### config.mk
export PLATFORM = sky130hd
export DESIGN_NAME = regfile_scoreboard_2r1w
export DESIGN_NICKNAME = d
export VERILOG_FILES = /design/src/rtl/regfile_pkg.sv /design/src/rtl/regfile_pending_sb.sv /design/src/rtl/regfile_scoreboard_2r1w.sv
export SDC_FILE = /design/constraint.sdc
export NUM_CORES = 2
export LEC_CHECK = 0
export CORE_MARGIN = 5
export CORE_UTILIZATION = 55
export DETAILED_ROUTE_END_ITERATION = 8
export GPL_ROUTABILITY_DRIVEN = 0
export PLACE_DENSITY = 0.75
export RECOVER_POWER = 50
export SLEW_MARGIN = 20
export SYNTH_ARGS = -nofsm -noshare
export SYNTH_HDL_FRONTEND = slang
export SYNTH_HIERARCHICAL = 1
export SYNTH_SLANG_ARGS = --single-unit
### constraint.sdc
create_clock -name clk -period 2.1 [get_ports clk]
set_clock_uncertainty 0.15 [all_clocks]
set_input_delay 0.315 -clock clk [delete_from_list [all_inputs] [get_ports clk]]
set_output_delay 0.315 -clock clk [all_outputs]
set_load 0.02 [all_outputs]
### src/rtl/regfile_pkg.sv
// Shared constants and types for the 2R1W register file with pending-write scoreboard.
package regfile_pkg;

    localparam int DATA_W_DEF = 32;
    localparam int ADDR_W_DEF = 5;
    localparam int ZERO_ADDR  = 0;

    typedef logic [ADDR_W_DEF-1:0] reg_addr_t;
    typedef logic [DATA_W_DEF-1:0] reg_data_t;

endpackage

### src/rtl/regfile_pending_sb.sv
// Per-register pending-write scoreboard: issue sets, writeback clears, flush clears all.
module regfile_pending_sb
    import regfile_pkg::*;
#(
    parameter int ADDR_W   = ADDR_W_DEF,
    parameter int ZERO_REG = 1
) (
    input  logic                   clk,
    input  logic                   rst_n,
    input  logic                   set_en,
    input  logic [ADDR_W-1:0]      set_addr,
    input  logic                   clr_en,
    input  logic [ADDR_W-1:0]      clr_addr,
    input  logic                   flush,
    output logic [(2**ADDR_W)-1:0] pending,
    output logic                   any_busy
);

    localparam int NUM_REGS = 2**ADDR_W;

    logic [NUM_REGS-1:0] pending_r;
    logic [NUM_REGS-1:0] pending_nxt_s;
    logic                any_busy_r;

    // Next-state per register: flush beats issue, issue beats writeback, else hold.
    always_comb begin
        pending_nxt_s = pending_r;
        for (int r = 0; r < NUM_REGS; r++) begin
            if ((ZERO_REG != 0) && (r == ZERO_ADDR)) begin
                pending_nxt_s[r] = 1'b0;
            end else if (flush) begin
                pending_nxt_s[r] = 1'b0;
            end else if (set_en && (set_addr == ADDR_W'(r))) begin
                pending_nxt_s[r] = 1'b1;
            end else if (clr_en && (clr_addr == ADDR_W'(r))) begin
                pending_nxt_s[r] = 1'b0;
            end else begin
                pending_nxt_s[r] = pending_r[r];
            end
        end
    end

    // Pending state and its OR-reduction, both held in flops so any_busy never sees bypass.
    always_ff @(posedge clk or negedge rst_n) begin
        if (!rst_n) begin
            pending_r  <= {NUM_REGS{1'b0}};
            any_busy_r <= 1'b0;
        end else begin
            pending_r  <= pending_nxt_s;
            any_busy_r <= |pending_nxt_s;
        end
    end

    assign pending  = pending_r;
    assign any_busy = any_busy_r;

endmodule

### src/rtl/regfile_scoreboard_2r1w.sv
// ID-stage register file, two async reads, one sync write, with RAW scoreboard.
// Optional same-cycle write-through selected by macro REGFILE_WB_BYPASS_EN.
module regfile_scoreboard_2r1w
    import regfile_pkg::*;
#(
    parameter int DATA_W   = DATA_W_DEF,
    parameter int ADDR_W   = ADDR_W_DEF,
    parameter int ZERO_REG = 1
) (
    input  logic              clk,
    input  logic              rst_n,
    input  logic              wr_en,
    input  logic [ADDR_W-1:0] wr_addr,
    input  logic [DATA_W-1:0] wr_data,
    input  logic [ADDR_W-1:0] rd_addr_a,
    output logic [DATA_W-1:0] rd_data_a,
    input  logic [ADDR_W-1:0] rd_addr_b,
    output logic [DATA_W-1:0] rd_data_b,
    input  logic              iss_en,
    input  logic [ADDR_W-1:0] iss_addr,
    input  logic              flush,
    output logic              busy_a,
    output logic              busy_b,
    output logic              any_busy
);

    localparam int                NUM_REGS = 2**ADDR_W;
    localparam logic [ADDR_W-1:0] ZERO_A   = ADDR_W'(ZERO_ADDR);

    logic [DATA_W-1:0]   regs_r [NUM_REGS];
    logic [NUM_REGS-1:0] pending_s;
    logic                wr_ok_s;
    logic                zero_a_s;
    logic                zero_b_s;
    logic                byp_a_s;
    logic                byp_b_s;
    logic                iss_hit_a_s;
    logic                iss_hit_b_s;

    assign wr_ok_s  = wr_en && !((ZERO_REG != 0) && (wr_addr == ZERO_A));
    assign zero_a_s = (ZERO_REG != 0) && (rd_addr_a == ZERO_A);
    assign zero_b_s = (ZERO_REG != 0) && (rd_addr_b == ZERO_A);

`ifdef REGFILE_WB_BYPASS_EN
    // Write-through is suppressed in reset so outputs read zero while rst_n is low.
    assign byp_a_s     = rst_n && wr_ok_s && (wr_addr == rd_addr_a);
    assign byp_b_s     = rst_n && wr_ok_s && (wr_addr == rd_addr_b);
    assign iss_hit_a_s = iss_en && (iss_addr == rd_addr_a);
    assign iss_hit_b_s = iss_en && (iss_addr == rd_addr_b);
`else
    assign byp_a_s     = 1'b0;
    assign byp_b_s     = 1'b0;
    assign iss_hit_a_s = 1'b0;
    assign iss_hit_b_s = 1'b0;
`endif

    // Register array storage with async clear; r0 writes are dropped when hard-wired.
    always_ff @(posedge clk or negedge rst_n) begin
        if (!rst_n) begin
            for (int i = 0; i < NUM_REGS; i++) begin
                regs_r[i] <= {DATA_W{1'b0}};
            end
        end else if (wr_ok_s) begin
            regs_r[wr_addr] <= wr_data;
        end
    end

    regfile_pending_sb #(
        .ADDR_W   (ADDR_W),
        .ZERO_REG (ZERO_REG)
    ) u_pending_sb (
        .clk      (clk),
        .rst_n    (rst_n),
        .set_en   (iss_en),
        .set_addr (iss_addr),
        .clr_en   (wr_en),
        .clr_addr (wr_addr),
        .flush    (flush),
        .pending  (pending_s),
        .any_busy (any_busy)
    );

    // Port A read mux; a same-cycle issue to the bypassed register keeps it busy.
    always_comb begin
        if (zero_a_s) begin
            rd_data_a = {DATA_W{1'b0}};
            busy_a    = 1'b0;
        end else if (byp_a_s) begin
            rd_data_a = wr_data;
            busy_a    = pending_s[rd_addr_a] & iss_hit_a_s;
        end else begin
            rd_data_a = regs_r[rd_addr_a];
            busy_a    = pending_s[rd_addr_a];
        end
    end

    // Port B read mux, identical to port A.
    always_comb begin
        if (zero_b_s) begin
            rd_data_b = {DATA_W{1'b0}};
            busy_b    = 1'b0;
        end else if (byp_b_s) begin
            rd_data_b = wr_data;
            busy_b    = pending_s[rd_addr_b] & iss_hit_b_s;
        end else begin
            rd_data_b = regs_r[rd_addr_b];
            busy_b    = pending_s[rd_addr_b];
        end
    end

endmodule

# Yosys cells after proc, flatten, opt, wreduce, memory -nomap -nowiden
# Cells that the tools add are included.
[op_classes]
reduce_logical = 69
n_lt_le_gt_ge = 6
n_eq_ne = 62
n_mux = 110
bitwise = 3
[op_table]
columns = ["operator", "count"]
rows = [
  ["$bwmux 1024", 1],
  ["$bmux 32 s5", 2],
  ["$mux 32", 7],
  ["$demux 32 s5", 1],
  ["$eq 5x5->1 const B", 32],
  ["$mux 1", 97],
  ["$eq 5x4->1 const B", 16],
  ["$logic_and 1x1->1", 64],
  ["$eq 5x3->1 const B", 8],
  ["$reduce_or 31->1", 1],
  ["$eq 5x2->1 const B", 4],
  ["$ge 6x6->1 const B", 3],
  ["$not 5->6", 3],
  ["$logic_not 5->1", 3],
  ["$lt 5x6->1 const B", 2],
  ["$bmux 1 s5", 2],
  ["$eq 5x1->1 const B", 2],
  ["$lt 6x1->1 const B", 1],
  ["$logic_not 1->1", 1],
]
[totals]
inputBits = 57
wordCells = 284
reg_bits = 1056

# Logic depth before layout (Yosys ltp)
[depth]
word_depth = 6
mapped_depth = 8
depth_no_buf = 6

# Cells and area by module
# Netlist, hierarchy kept.
[by_module_without_submodules]
columns = ["module", "seq_area_each_um2", "area_each_um2", "cells_each", "instances"]
rows = [
  ["regfile_scoreboard_2r1w", 25624.6, 55446.9, 3653, 1],
  ["regfile_pending_sb", 800.8, 1712.9, 178, 1],
]

# Worst setup path before layout
# No wires, ideal clock.
[synth_timing]
kind = "input -> output"
startpoint = "input rd_addr_b[1]"
endpoint = "output rd_data_b[10]"
t_arrival_ns = 1.896
setup_slack_ns = -0.261
path_buffers = 3
cell_stages = 7
t_required_ns = 1.635
path_cell_list = "buf_6 nor2b_1 clkbuf_1 clkbuf_1 a221oi_1 o21ai_1 a311oi_1"
[synth_between]
elab_chain_len = 5
[synth_rtl]
columns = ["item", "line_no", "text"]
rows = [
  ["start, declared", "regfile_scoreboard_2r1w.sv:17", "input logic [ADDR_W-1:0] rd_addr_b,"],
  ["$not 5->6 (not written as such)", "regfile_scoreboard_2r1w.sv:106", "rd_data_b = regs_r[rd_addr_b];"],
  ["$bmux 32 s5", "regfile_scoreboard_2r1w.sv:106", ""],
  ["$mux 32 (not written as such) (2 in series)", "regfile_scoreboard_2r1w.sv:106", ""],
  ["$mux 32 *", "regfile_scoreboard_2r1w.sv:99", "if (zero_b_s) begin"],
  ["end, declared", "regfile_scoreboard_2r1w.sv:18", "output logic [DATA_W-1:0] rd_data_b,"],
]
# Mark *: on every way between the ends. The rest lies on a longest branch, timed or not. The select of a mux whose other input is x is not followed.

# Final worst setup path
[layout_timing]
startpoint = "register regs_r[780] (netlist bit)"
endpoint = "output rd_data_a[12]"
[layout_between]
elab_chain_len = 4
[layout_rtl]
columns = ["item", "line_no", "text"]
rows = [
  ["start, declared", "regfile_scoreboard_2r1w.sv:30", "logic [DATA_W-1:0] regs_r [NUM_REGS];"],
  ["start signal, assigned by index", "regfile_scoreboard_2r1w.sv:61", "regs_r[i] <= {DATA_W{1'b0}};"],
  ["start signal, assigned by index", "regfile_scoreboard_2r1w.sv:64", "regs_r[wr_addr] <= wr_data;"],
  ["$bmux 32 s5", "regfile_scoreboard_2r1w.sv:92", "rd_data_a = regs_r[rd_addr_a];"],
  ["$mux 32 (not written as such) (2 in series)", "regfile_scoreboard_2r1w.sv:92", ""],
  ["$mux 32", "regfile_scoreboard_2r1w.sv:85", "if (zero_a_s) begin"],
  ["end, declared", "regfile_scoreboard_2r1w.sv:16", "output logic [DATA_W-1:0] rd_data_a,"],
]
# Every way passes these cells. The select of a mux whose other input is x is not followed.

==> flow_summary.ini <==
[power_and_ir_drop]
irDropWorstVdd_mv = 0.8094
p_leak_nw = 32.04
total_power_mw = 64.20
p_per_area_nw_per_um2 = 883.8

[synth]
synth_edf_count = 0
syn_nets = 3888
synth_warnings = 6
netlist_instances = 3831
ys_seq_area_share_pct = 46.23
synth-seq-cells = 1056
synth_area_per_cell_um2 = 14.92
yosys-top-cells-area = dfrtp_1 (46%), mux2_2 (20%), mux4_2 (18%), mux2i_1 (2.3%), buf_2 (1.3%)
synth_top_area_share_pct = 46.23
async_flop_share_pct = 100.0
yosys.area.top_type = dfrtp_1
synth.most_common_cell = dfrtp_1
synth_commonest_cells = dfrtp_1 (1056), mux2_2 (1011), mux4_2 (448), clkbuf_1 (169), buf_2 (151)
synthDistinctLibCells = 63
synth_area_um2 = 57160
ys.flop_type = dfrtp_1

[clock_tree]
clock_path_buffers = 3
cts.htree.levels = 3
cts_buffers = 112
clk_latency_ns = 0.70
cts.sinks = 1056
path_clk_slew_ns = 0.07
cts-root-buf = clkbuf_16
tritoncts = built

[worst_setup_path]
crit_top_cell = buf_6
crit_path_max_fanout = 2
cp_num_buf_inv = 2
crit_family = multiplexers
reg2reg_from = u_pending_sb/pending[2]
path_depth = 6
path_class = flop to primary output
startpoint_type = flop
worst-r2r-setup-slack_ns = 0.22
crit_required_ns = 1.63
critPathCaptureType = primary output
slowest_delay_ns = 0.49
cp_slowest_cell = mux4_2
crit_chain = buf_6, mux4_2, mux2_4, o21ai_4, a311oi_4, buf_6
cp.arrival_ns = 2.46
reg2reg_depth = 7
r2r-end = u_pending_sb/any_busy

[grt]
groute.usage.overall_pct = 35.15
grt_max_degree = 102
antenna_found_initial = 2
grt_pass1_wl_mm = 291.1
overflow = 0
grt_pass1_vias = 43800

[sta]
worst_slack_ns = -0.8268
relSlewSlack_pct = -3.940
fmax_ghz = 0.3417
tightest_slew_ns = 1.559
hold_viol = 0
rsz0062_at_grt = true
fin_crit_sh_pct = 139.4
hold_slack_ns = 0.2485
setup_tns_ns = -106.18
setup_viol = 835
drv_slew = 12
fin_crit_ns = 2.927

[route]
drc = 0
drt_first_pass_iters = 5
antenna_left = 0
viasPerCell = 6.953
drt-total-wl_mm = 197.8
via_count = 41720
wire_per_inst_um = 32.96
first_iter_violations = 4835

[final_layout]
nets = 4580
design_area_um2 = 72650
layout-drive-gt1-share_pct = 64.29
fin_cells = 6000
syn_to_final_growth_pct = 27.09

[placed_design]
dpl.hpwl_mm = 126.9
numPlacedInstances = 5754
port-buffer-count = 123
postPlaceCellArea_um2 = 66840

[run]
maxCapViolations = 1

[floorplanning]
pin_count = 124
initial_core_util_pct = 55.31
die-area_um2 = 110500
design.core.area_um2 = 103300
die_h_um = 332.4
row_count = 118
die_x_um = 332.4

[run_status]
status = finished with violations
violations = capacitance limit, slew limit, setup timing

[min_path]
whs_endpoint = regs_r[1003]
hold_class = flop to flop
hold_start = regs_r[1003]
min_path_cells = 0
[layer usage]
metal	GRT usage (%)	share of wire, %	up-vias
met5	0	0	-
met4	17.33	6.3	0
met3	9.864	11	708
met2	53.00	45	2655
met1	47.59	38	22020
li1	-	-	16340
[cell families (layout without fill, tap and decap cells)]
family / after synthesis / after routing / share of synthesized area [%]
buffers and inverters: 450 / 1237 / 4.446
DFF: 1056 / 1056 / 46.23
AOI/OAI and AO/OA: 424 / 424 / 5.335
and+or+nand+nor: 248 / 248 / 2.533
muxes: 1652 / 1652 / 41.45
other: 1 / 3 / 0.006561
[registers in the layout, summed over array words and instances (netlist names)]
signal	count
u_pending_sb/pending	31
u_pending_sb/any_busy	1
regs_r	1024
[where the power goes]
| group | internal [mW] | total, mW | leakage [nW] | switching, mW |
|---|---|---|---|---|
| Clock | 12.7 | 21.3 | 1.97 | 8.67 |
| Combinational | 9.49 | 15.9 | 16.5 | 6.44 |
| Sequential | 24.1 | 26.9 | 13.6 | 2.82 |
| Total | 46.3 | 64.2 | 32.0 | 17.9 |
[worst max path at each step]
stage,from,to,slack [ns]
after floorplan,rd_addr_b[1],rd_data_b[17],-0.08
after global placement,rd_addr_b[0],rd_data_b[28],-1.11
after detailed placement,rd_addr_b[0],rd_data_b[28],-1.13
after CTS,regs_r[780],rd_data_a[12],-0.83
after global routing,regs_r[780],rd_data_a[12],-0.87
final,regs_r[780],rd_data_a[12],-0.83
[final cells by class]
type                    instances  area [um2]
repair buffers               1020       10140
multi-input cells            2325       30330
well taps                    1380        1727
clock buffers                 157        3337
flip-flops and latches       1056       26430
clock inverters                52       645.6
fillers                      6548       30700
diodes                          2       5.005
inverters                       8       35.03
[metrics by stage]
step / setup slack [ns] / utilization [%]
CTS: -0.8301 / 69.67
global route: -0.8686 / 70.29
global placement: -1.108 / 64.67
floorplan: -0.08211 / -
finish: -0.8268 / 70.29
detailed placement: -1.128 / 64.67
[placed cells by master (no fill, tap or decap), types with 15 or more instances in the layout]
cell / netlist / routed
clkbuf_8: 0 / 29
a22oi_1: 66 / 50
a311oi_2: 0 / 47
clkdlybuf4s50_1: 0 / 43
nor2b_1: 75 / 64
a221oi_2: 4 / 39
mux4_2: 448 / 458
buf_6: 45 / 51
mux2_1: 47 / 47
a311oi_4: 0 / 19
mux2_4: 0 / 54
a211oi_2: 0 / 58
dfrtp_1: 1056 / 1056
o21ai_1: 62 / 47
nand3_1: 15 / 15
clkinv_2: 0 / 23
clkbuf_1: 169 / 17
o21ai_4: 0 / 19
nand2_1: 63 / 48
clkbuf_16: 0 / 118
nor2_4: 2 / 19
mux2i_1: 132 / 131
a22oi_2: 0 / 16
mux2_2: 1011 / 957
o21ai_0: 74 / 19
buf_12: 4 / 154
buf_4: 67 / 734
o21ai_2: 0 / 51
[repair_timing]
item	4_1_cts	5_1_grt
cloned	3	2
hold buffers	2	0
endpoints found under the setup margin	99	67
hold endpoints to repair	940	0
pin swaps	61	52
gates resized for setup	504	116
setup buffers	25	13
(Power assumes the default switching activity.)
